[src/rtl/fifo_wr_arbiter.sv]
`default_nettype none
// ============================================================================
// Module   : fifo_wr_arbiter
// Purpose  : Round-robin arbiter sharing the single FIFO write port among
//            NREQ producers in the write-clock domain. One requester holds
//            the grant for a burst of up to MAX_BURST beats. Every beat is
//            gated by wfull. wen doubles as the write-pointer increment.
//            Nothing is buffered: accepted data goes straight to memory.
// Ports    : wclk       - write-domain clock (rising edge)
//            wrst_n     - asynchronous active-low reset
//            req_valid  - per-requester data valid        [NREQ]
//            req_data   - requester i at [i*DSIZE +: DSIZE]
//            req_ready  - per-requester accept            [NREQ]
//            wfull      - FIFO full flag
//            wen        - memory write enable / wptr increment
//            wdata      - memory write data
//            grant_vld  - a requester holds the grant
//            grant_id   - index of the grant owner
//            burst_end  - pulse in the cycle the grant is released
// Options  : WARB_TAG_EN - when defined, wdata = {owner, data} and is
//            DSIZE+clog2(NREQ) bits wide.
// Revision : 1.0 - initial release
// ============================================================================
module fifo_wr_arbiter #(
  parameter int NREQ      = 4,
  parameter int DSIZE     = 8,
  parameter int MAX_BURST = 4
) (
  input  logic                      wclk,
  input  logic                      wrst_n,
  input  logic [NREQ-1:0]           req_valid,
  input  logic [NREQ*DSIZE-1:0]     req_data,
  output logic [NREQ-1:0]           req_ready,
  input  logic                      wfull,
  output logic                      wen,
`ifdef WARB_TAG_EN
  output logic [DSIZE+$clog2(NREQ)-1:0] wdata,
`else
  output logic [DSIZE-1:0]          wdata,
`endif
  output logic                      grant_vld,
  output logic [$clog2(NREQ)-1:0]   grant_id,
  output logic                      burst_end
);

  localparam int c_IDW = $clog2(NREQ);
  localparam int c_CW  = $clog2(MAX_BURST + 1);
  localparam logic [c_CW-1:0]  c_LAST_BEAT = c_CW'(MAX_BURST - 1);
  localparam logic [c_IDW-1:0] c_LAST_ID   = c_IDW'(NREQ - 1);

  typedef enum logic [0:0] {
    ST_IDLE  = 1'b0,
    ST_GRANT = 1'b1
  } state_t;

  state_t             r_state;
  logic [c_IDW-1:0]   r_owner;
  logic [c_IDW-1:0]   r_rr_ptr;
  logic [c_CW-1:0]    r_beat_cnt;

  logic [DSIZE-1:0]   w_req_data [NREQ];
  logic               w_granted;
  logic               w_owner_valid;
  logic               w_beat;
  logic               w_release;
  logic [c_IDW-1:0]   w_owner_inc;
  logic [c_IDW-1:0]   w_scan_start;
  logic               w_hi_found;
  logic [c_IDW-1:0]   w_hi_id;
  logic               w_lo_found;
  logic [c_IDW-1:0]   w_lo_id;
  logic [c_IDW-1:0]   w_scan_id;

  for (genvar gi = 0; gi < NREQ; gi++) begin : g_unpack
    assign w_req_data[gi] = req_data[gi*DSIZE +: DSIZE];
  end

  assign w_granted     = (r_state == ST_GRANT);
  assign w_owner_valid = req_valid[r_owner];
  assign w_beat        = w_granted && w_owner_valid && !wfull;
  // Full never causes release; only a finished burst or a dropped valid does.
  assign w_release     = w_granted &&
                         ((w_beat && (r_beat_cnt == c_LAST_BEAT)) || !w_owner_valid);
  assign w_owner_inc   = (r_owner == c_LAST_ID) ? '0 : r_owner + 1'b1;

  // On release the scan restarts just past the old owner, so the old owner
  // is reached last and only wins when nobody else is valid.
  assign w_scan_start  = w_granted ? w_owner_inc : r_rr_ptr;

  // Circular priority scan split in two halves: lowest valid index at or
  // above the start point, falling back to the lowest valid index overall.
  always_comb begin
    w_hi_found = 1'b0;
    w_hi_id    = '0;
    w_lo_found = 1'b0;
    w_lo_id    = '0;
    for (int i = NREQ - 1; i >= 0; i--) begin
      if (req_valid[i]) begin
        w_lo_found = 1'b1;
        w_lo_id    = c_IDW'(i);
        if (c_IDW'(i) >= w_scan_start) begin
          w_hi_found = 1'b1;
          w_hi_id    = c_IDW'(i);
        end
      end
    end
  end

  assign w_scan_id = w_hi_found ? w_hi_id : w_lo_id;

  always_ff @(posedge wclk or negedge wrst_n) begin
    if (!wrst_n) begin
      r_state    <= ST_IDLE;
      r_owner    <= '0;
      r_rr_ptr   <= '0;
      r_beat_cnt <= '0;
    end else begin
      case (r_state)
        ST_IDLE: begin
          if (w_lo_found) begin
            r_state <= ST_GRANT;
            r_owner <= w_scan_id;
          end
        end
        ST_GRANT: begin
          if (w_release) begin
            r_beat_cnt <= '0;
            r_rr_ptr   <= w_owner_inc;
            if (w_lo_found) begin
              r_owner <= w_scan_id;
            end else begin
              r_state <= ST_IDLE;
            end
          end else if (w_beat) begin
            r_beat_cnt <= r_beat_cnt + 1'b1;
          end
        end
        default: begin
          r_state <= ST_IDLE;
        end
      endcase
    end
  end

  assign req_ready = (w_granted && !wfull) ? (NREQ'(1) << r_owner) : '0;
  assign wen       = w_beat;
  assign grant_vld = w_granted;
  assign grant_id  = w_granted ? r_owner : '0;
  assign burst_end = w_release;

`ifdef WARB_TAG_EN
  assign wdata = w_granted ? {r_owner, w_req_data[r_owner]} : '0;
`else
  assign wdata = w_granted ? w_req_data[r_owner] : '0;
`endif

endmodule
`default_nettype wire
[config.mk]
export PLATFORM = sky130hd
export DESIGN_NAME = fifo_wr_arbiter
export DESIGN_NICKNAME = d
export VERILOG_FILES = /design/src/rtl/fifo_wr_arbiter.sv
export SDC_FILE = /design/constraint.sdc
export NUM_CORES = 1
export LEC_CHECK = 0
export BUFFER_PORTS_ARGS = -buffer_cell sky130_fd_sc_hd__buf_2
export CORE_MARGIN = 3
export CORE_UTILIZATION = 41
export DETAILED_ROUTE_END_ITERATION = 8
export GPL_ROUTABILITY_DRIVEN = 1
export PLACE_DENSITY = 0.91
export SLEW_MARGIN = 20
export SYNTH_ARGS = -nofsm -noshare
export SYNTH_HDL_FRONTEND = slang
export SYNTH_SLANG_ARGS = --single-unit
[constraint.sdc]
create_clock -name wclk -period 2.7 [get_ports wclk]
set_input_delay 0.135 -clock wclk [delete_from_list [all_inputs] [get_ports wclk]]
set_output_delay 0.135 -clock wclk [all_outputs]
set_load 0.03 [all_outputs]
== Word-level counts from Yosys, hierarchy flattened ==
Index checks and enable logic that the tools add are counted.
Word-level totals
  flip-flop bits (word level): 8
Cells by class
  add/sub/neg operators: 2
  magnitude comparators: 6
  equal/unequal tests: 3
  shift-type cells: 1
  mux-type cells: 43
  bitwise operators: 2
  reductions and logical operators: 11
Operator list (count)
  $mux W2: 18
  $mux W8: 3
  $bmux W8 S2: 1
  $mux W1: 15
  $mux W3: 2
  $logic_and A1 B1 Y1: 5
  $ge A1 B2 Y1 const A: 2
  $ge A2 B2 Y1 const A: 2
  $mux W4: 1
  $pmux W2 S2: 1
  $reduce_and A2 Y1: 2
  $shl A1 B2 Y4 const A: 1
  $add A3 B1 Y3 const B: 1
  $eq A3 B2 Y1 const B: 1
  $ge A3 B3 Y1 const B: 1
  $lt A2 B3 Y1 const B: 1
  $not A2 Y3: 1
  $add A2 B1 Y2 const B: 1
  $bmux W1 S2: 1
  $eq A2 B2 Y1 const B: 1
  $logic_not A1 Y1: 2
  $ne A2 B2 Y1 const B: 1
  $pmux W1 S2: 1
  $reduce_bool A2 Y1: 1
  other kinds (2): 2

== Logic depth before layout (Yosys ltp) ==
Gate-level depths: netlist of the first run.
  depth after elaboration: 16
  depth in mapped cells: 7
  gate-level depth less buffers: 6

== Least setup slack after synthesis of the first run ==
Ideal clock, no wire load.
  kind: register to register
  start point: register r_owner[1]
  end point: register r_owner[1]
  setup time: 0.139 ns
  data arrival time: 1.776 ns
  slack: 0.785 ns
  cell stages (with the launch flop): 7
  path buffers: 1
  path through: dfrtp_1 -> buf_1 -> inv_1 -> ha_1 -> or4_1 -> o41ai_1 -> o41ai_2
Between the ends
  longest elaborated chain between the ends: 16
  elaborated cells on any way between the ends: 37
Ends and longest elaborated chain
  from (decl): line 57  | logic [c_IDW-1:0] r_owner;
  from (signal assigned): line 122  | r_owner <= w_scan_id;
  from (signal assigned): line 130  | r_owner <= w_scan_id;
  $add A2 B1 Y2 / $eq A2 B2 Y1 (equally long branches): line 84  | assign w_owner_inc = (r_owner == c_LAST_ID) ? '0 : r_owner + 1'b1;
  $mux W2 (*): line 84
  named net w_owner_inc[1]: line 66  | logic [c_IDW-1:0] w_owner_inc;
  $mux W2 (*): line 88  | assign w_scan_start = w_granted ? w_owner_inc : r_rr_ptr;
  $ge A2 B2 Y1: line 101  | if (c_IDW'(i) >= w_scan_start) begin
  $mux W2 / $mux W1 (equally long branches): line 101
  $mux W2 / $mux W1 (equally long branches): line 98  | if (req_valid[i]) begin
  $mux W2 / $mux W1 (equally long branches): line 101
  $mux W2 / $mux W1 (equally long branches): line 98
  $mux W2 / $mux W1 (equally long branches): line 101
  $mux W2 / $mux W1 (equally long branches): line 98
  $mux W2 / $mux W1 (equally long branches): line 101
  $mux W2 / $mux W1 (equally long branches): line 98
  $mux W2 (*): line 109  | assign w_scan_id = w_hi_found ? w_hi_id : w_lo_id;
  $mux W2 (*): line 120, 129
  $mux W2: line 126  | if (w_release) begin
  $pmux W2 S2 (*): line 118  | case (r_state)
Mark *: on every way through the listed nets, which the timed path passes. The rest lies on a longest branch. The select of a mux whose other input is x is not followed.
A chain may end at the register's enable or synchronous reset.

== Worst setup path in the final report of the first run ==
Same ends and word-level chain as after synthesis.

==> impl_results.md, run 1 <==
* Post-Synth Adder-Cell Area at 8.982%
* Worst Path Arrival at 2140 ps
* Wire per inst at 14.61 um
* Hold path startpoint: req_valid[0]
* Layout net count at between 150 and 200
* Synthesis-to-finish area growth at 39.97%
* Sum of negative setup slack at 0 ps
* Final Hold Vio Count at 0
* CP max-delay cell: dfrtp_1
* Final Max Tran Viols at 0
* Die Y at approximately 51 um
* Overflow after GRT at 0
* Num ports at 56
* Pre-Repair DR Iteration Count at 4
* Hpwl dp at 2081 um
* Die width at 51.15 um
* Site Rows at 15
* RD Place Congestion at 0.7792
* Multi-input logic area at 596.8 sq um
* Mapped Cells at 83
* Worst path required time at 2820 ps
* Global-route wire length before repair at approximately 3700 um
* Die area at 0.002616 sq mm
* DRT Wirelength at between 2000 and 2500 um
* Post-synthesis mux area share at 26.80%
* Period minus WS final at 2025 ps
* Endpoint class of the critical path: flop
* Period utilization at 75.01%
* FF+latch count, synth at 8
* Post-Route Skew at between 8 and 9 ps
* Hold endpoint: grant_vld
* Final setup violating endpoints at 0
* Critical Path Start Type: flop
* Total vias in the final route at between 800 and 900
* Num CTS Buffers at 3
* Vias in the first global route at 846
* Total chip power at 1.196 mW
* Leakage at 0.6144 nW
* Hold Path Stages at 3
* # diodes at 0
* R2R depth at 5
* Share of cells above drive strength 1 at 50.00%
* Status: completed
* Pwr dens at ~1000 mW/mm^2
* Syn Nets at 128
* IO Port Bufs at 55
* Worst slew pin tran at approximately 550 ps
* RSZ-0062 raised after global routing: false
* Register area at between 200 and 250 sq um
* Most frequent cells in the layout: buf_2 (55), and2_1 (14), mux4_2 (9), nand2_1 (9), dfrtp_1 (8)
* Max Cap Violations at 0
* Post-Synth Simple-Gate Area at 19.91%
* Root buf cell: clkbuf_4
* Clock sinks at 8
* Reg-to-Reg Start: r_owner[1]
* GRT Total Usage at 18.37%
* R2R Setup Slk at ~670 ps
* Worst vdd ir at roughly 0.5 mV
* Initial antenna violation count at 0
* Post-synthesis xor/xnor area fraction at 0%
* Clk_lat worst skew at 250 ps
* CTS resizes at 0
* CP max FO at 15
* Largest net degree at the start of global routing at 17
* Clock tree buffer depth at 2
* Synth Cell Area at 835.8 sq um
* Sequential area share after synthesis at around a quarter
* Via/cell ratio at 5.236
* Fill cell count at around 140
* Buf/Inv on CP at 1
* Worst min path class: primary input to flop
* Dpl cells at 161
* ANT nets after route at 0
* Drt initial violations at 38
* CTS tree: done
* Compound-cell area share of the yosys netlist at 15.72%
* CTS clock-pin slew for the worst setup and hold paths at 50 ps
* Largest family of logic cells by synthesized area: multiplexers
* Crit-path cells: inv_1, ha_1, or4_1, o41ai_1, o41ai_2
* Max transition margin at 63.52%
* Non-Filler Instances at 165
* Critical path class: flop to flop
* Fmax at 0.4938 GHz
* H-tree depth at 1
* Remaining DRCs at 0
* Most common cell after layout, fill and taps aside: buf_2
* FF-to-FF End: r_owner[1]
* Core area at 0.001821 sq mm
* Synth cell types at 28
* Mean post-synth cell area at between 10 and 15 sq um
* Initial Util at roughly 46%
* Yosys warns at 0
* Critical Path Max Stage Delay at 680 ps
* Critical path's top delay family: flip-flops
-- per-layer routing --
layer | track usage (%) | up-vias | wire, um | share of wire [%]
met5 | 0 | - | 0 | 0
met4 | 5.381 | 0 | 15 | 0.62
met3 | 2.624 | 2 | 80 | 3.3
met2 | 32.19 | 24 | 1374 | 57
met1 | 23.28 | 412 | 939 | 39
li1 | - | 426 | - | -
-- worst max-delay path by stage --
stage,startpoint,end,depth (start not counted)
after global routing,r_owner[1],r_owner[1],6
after floorplan,r_owner[1],r_owner[1],6
final,r_owner[1],r_owner[1],5
after global placement,r_owner[1],r_owner[1],5
after CTS,r_owner[1],r_owner[1],5
after detailed placement,r_owner[1],r_owner[1],5
-- area by class of cell --
class | count | area share (%)
Inverter | 7 | 2.246
Tap cell | 25 | 2.674
Timing Repair Buffer | 57 | 25.03
Clock buffer | 3 | 1.925
Multi-Input combinational cell | 65 | 51.02
Sequential cell | 8 | 17.11
-- power breakdown --
group          switching, mW  internal, mW  total [mW]  leakage, nW
Combinational          0.482         0.385       0.866        0.503
Clock                 0.0372        0.0506      0.0878       0.0138
Sequential            0.0749         0.168       0.242       0.0979
-- registers in the layout, indices dropped and copies added (netlist names) --
register    cells
r_rr_ptr        2
r_beat_cnt      3
r_owner         2
grant_vld       1
-- worst reg2reg max path: cells and delay by family (launching register included) --
family,cells,cell delay (ps)
flip-flops,1,680
adder cells (fa/ha/maj),1,350
AND/OR/NAND/NOR,1,420
AO/OA/AOI/OAI,2,280
buffers and inverters,1,160
-- cells in the mapped netlist --
cell type	n	area [sq um]
a2bb2oi_1	1	8.760
a21oi_1	1	5.000
mux4_2	9	202.7
mux2_2	1	11.26
inv_1	7	26.28
a21o_1	2	15.01
buf_2	1	5.000
a32o_1	2	20.02
nand3b_1	1	7.510
a211oi_1	1	7.510
o41ai_2	1	16.27
nand2b_1	1	6.260
clkbuf_1	1	3.750
o211a_1	1	10.01
ha_1	6	75.07
nand2_1	9	33.78
nand3_1	1	5.000
o41ai_1	1	8.760
o31ai_1	1	7.510
a22o_1	1	8.760
buf_1	1	3.750
nor2_1	5	18.77
or4_1	1	7.510
and2_1	14	87.58
o21ai_0	3	15.01
a2111oi_0	1	8.760
dfrtp_1	8	200.2
mux2i_1	1	10.01
-- cell families after synthesis --
family	after synthesis
and+or+nand+nor	32
AOI/OAI and AO/OA	16
muxes	11
buffers and inverters	10
DFF	8
adders and majority gates	6
-- through the flow --
step                hold slack [ps]  area [sq um]  util, %  setup slack [ps]
finish                        138.6          1170    64.26             674.8
global route                  159.5          1170    64.26             552.0
CTS                           133.9          1170    64.26             683.2
detailed placement           -17.23          1137    62.47             689.3
global placement             -22.25          1137    62.47             802.3
floorplan                    -160.6         835.8        -             784.9
-- what timing repair did --
action / in CTS / in global routing
hold endpoints to repair: 8 / 0
hold buffers: 1 / 0
setup buffers: 0 / 0
setup endpoints to repair: 0 / 0
Note: power is estimated with default switching activity, not from simulation.
==> run 2, diff against run 1 <==
Clock period 2.7 ns to 2.07 ns, I/O delays scaled along.
==> impl_results.md, run 2 (synthesized netlist as in run 1, its figures left out) <==
* Max transition margin at between 60% and 70%
* Worst min path class: primary input to flop
* Worst vdd ir at approximately 0.60 mV
* Post-Route Skew at about 6.9 ps
* Multi-input logic area at 596.8 sq um
* Sum of negative setup slack at 0 ps
* Layout net count at 189
* Worst Slack Setup Final at 172.2 ps
* Clk_lat worst skew at 250 ps
* Pre-Repair DR Iteration Count at 4
* Status: completed
* Die width at 51.15 um
* Final Hold Vio Count at 0
* Cell area after layout at 0.001185 sq mm
* Dpl cells at roughly 160
* Initial Util at between 40% and 50%
* Num ports at 56
* Initial antenna violation count at 0
* DP Worst Slack at 324.3 ps
* Root buf cell: clkbuf_4
* Worst path required time at 1970 ps
* Via/cell ratio at approximately 5.4
* Remaining DRCs at 0
* Most frequent cells in the layout: buf_2 (55), and2_1 (14), mux4_2 (9), nand2_1 (9), dfrtp_1 (8)
* Endpoint class of the critical path: output pin
* Hold path startpoint: req_valid[0]
* # Post-CTS Setup Buffers at 0
* Period utilization at roughly 92%
* Core area at approximately 0.0018 sq mm
* Fmax at around 0.53 GHz
* CTS clock-pin slew for the worst setup and hold paths at 50 ps
* Worst Path Arrival at 1790 ps
* Most common cell after layout, fill and taps aside: buf_2
* DP Area at between 0.001 and 0.0015 sq mm
* Die area at about 0.0026 sq mm
* Reg-to-Reg Start: r_owner[0]
* Fill cell count at ~140
* CP max FO at 11
* Share of cells above drive strength 1 at 50.70%
* RD Place Congestion at between 0.8 and 0.9
* Clock tree buffer depth at 2
* Leakage at 0.6236 nW
* GRT Total Usage at 20.41%
* Final setup violating endpoints at 0
* CTS tree: done
* Num CTS Buffers at 3
* Regs by FF count: r_beat_cnt x3, r_owner x2, r_rr_ptr x2
* Non-Filler Instances at 167
* Largest reg by FF count: r_beat_cnt
* Register area at 200.2 sq um
* Number of flip-flops in the largest register at 3
* DRT Wirelength at about 2500 um
* Die Y at 51.15 um
* Critical Path Start Type: flop
* Critical path class: flop to output pin
* IO Port Bufs at 55
* RSZ-0062 raised after global routing: false
* Drt initial violations at 18
* Largest net degree at the start of global routing at 16
* Period minus WS final at 1898 ps
* Synthesis-to-finish area growth at 41.77%
* Overflow after GRT at 0
* Critical Path Start: r_owner[0]
* Wire per inst at 15.11 um
* Worst slew pin tran at about 530 ps
* Max Cap Violations at 0
* # diodes at 0
* Global-route wire length before repair at 3939 um
* Pwr dens at 1344 mW/mm^2
* Total vias in the final route at 901
* Site Rows at 15
* H-tree depth at 1
* Final Max Tran Viols at 0
* Vias in the first global route at around 860
* Clock sinks at 8
* ANT nets after route at 0
* Hpwl dp at 2137 um
==> run 2: cell types whose count changed in the layout (fill, tap and decap cells not counted) <==
cell | previous run | this run
buf_4 | 1 | 3
==> run 2: worst max-delay path, cell delays in order (launching register included) <==
cell and delay [ps]:
dfrtp_1 410, buf_4 260, mux4_2 530, and2_1 170
buf_2 170
==> run 2: path summary, 6_finish.rpt <==
path	end	slack, ps	cells after the start
max in group asynchronous	grant_vld	1680	2
min in group asynchronous	r_rr_ptr[1]	220	2
max	wdata[3]	170	4
min reg2reg	r_beat_cnt[2]	510	2
min	grant_vld	140	3
max reg2reg	r_owner[1]	310	3
==> run 2: routing by layer <==
layer  vias up  track usage (%)  part of all wire, %
li1        430                -                    -
met1       430            24.16                   37
met2        37            36.48                   57
met3         4            3.207                  4.9
met4         0            8.072                  1.5
met5         -                0                    0
==> run 2: report_power, final <==
| part | switching, mW | internal (mW) | total [mW] |
|---|---|---|---|
| Sequential | 0.0571 | 0.219 | 0.276 |
| Clock | 0.0500 | 0.0661 | 0.116 |
| Combinational | 0.687 | 0.513 | 1.20 |
==> run 2: stage by stage <==
step	power, mW	util (%)	hold slack [ps]
after floorplan	1.160	-	-192.1
after global placement	1.418	63.30	-52.92
after detailed placement	1.470	63.30	-47.89
after CTS	1.595	65.09	126.0
after global routing	1.700	65.09	147.2
final	1.592	65.09	138.2
==> run 2: area by class of cell <==
| type | instances | share of cell area, % |
|---|---|---|
| Sequential cell | 8 | 16.90 |
| Tap cell | 25 | 2.640 |
| Inverter | 7 | 2.218 |
| Multi-Input combinational cell | 65 | 50.37 |
| Clock buffer | 3 | 1.901 |
| Timing Repair Buffer | 59 | 25.98 |
==> run 2: repair_timing <==
| item | 4_1_cts | 5_1_grt |
|---|---|---|
| endpoints found under the hold margin | 8 | 0 |
| resized for setup | 0 | 0 |
| hold buffers | 1 | 0 |
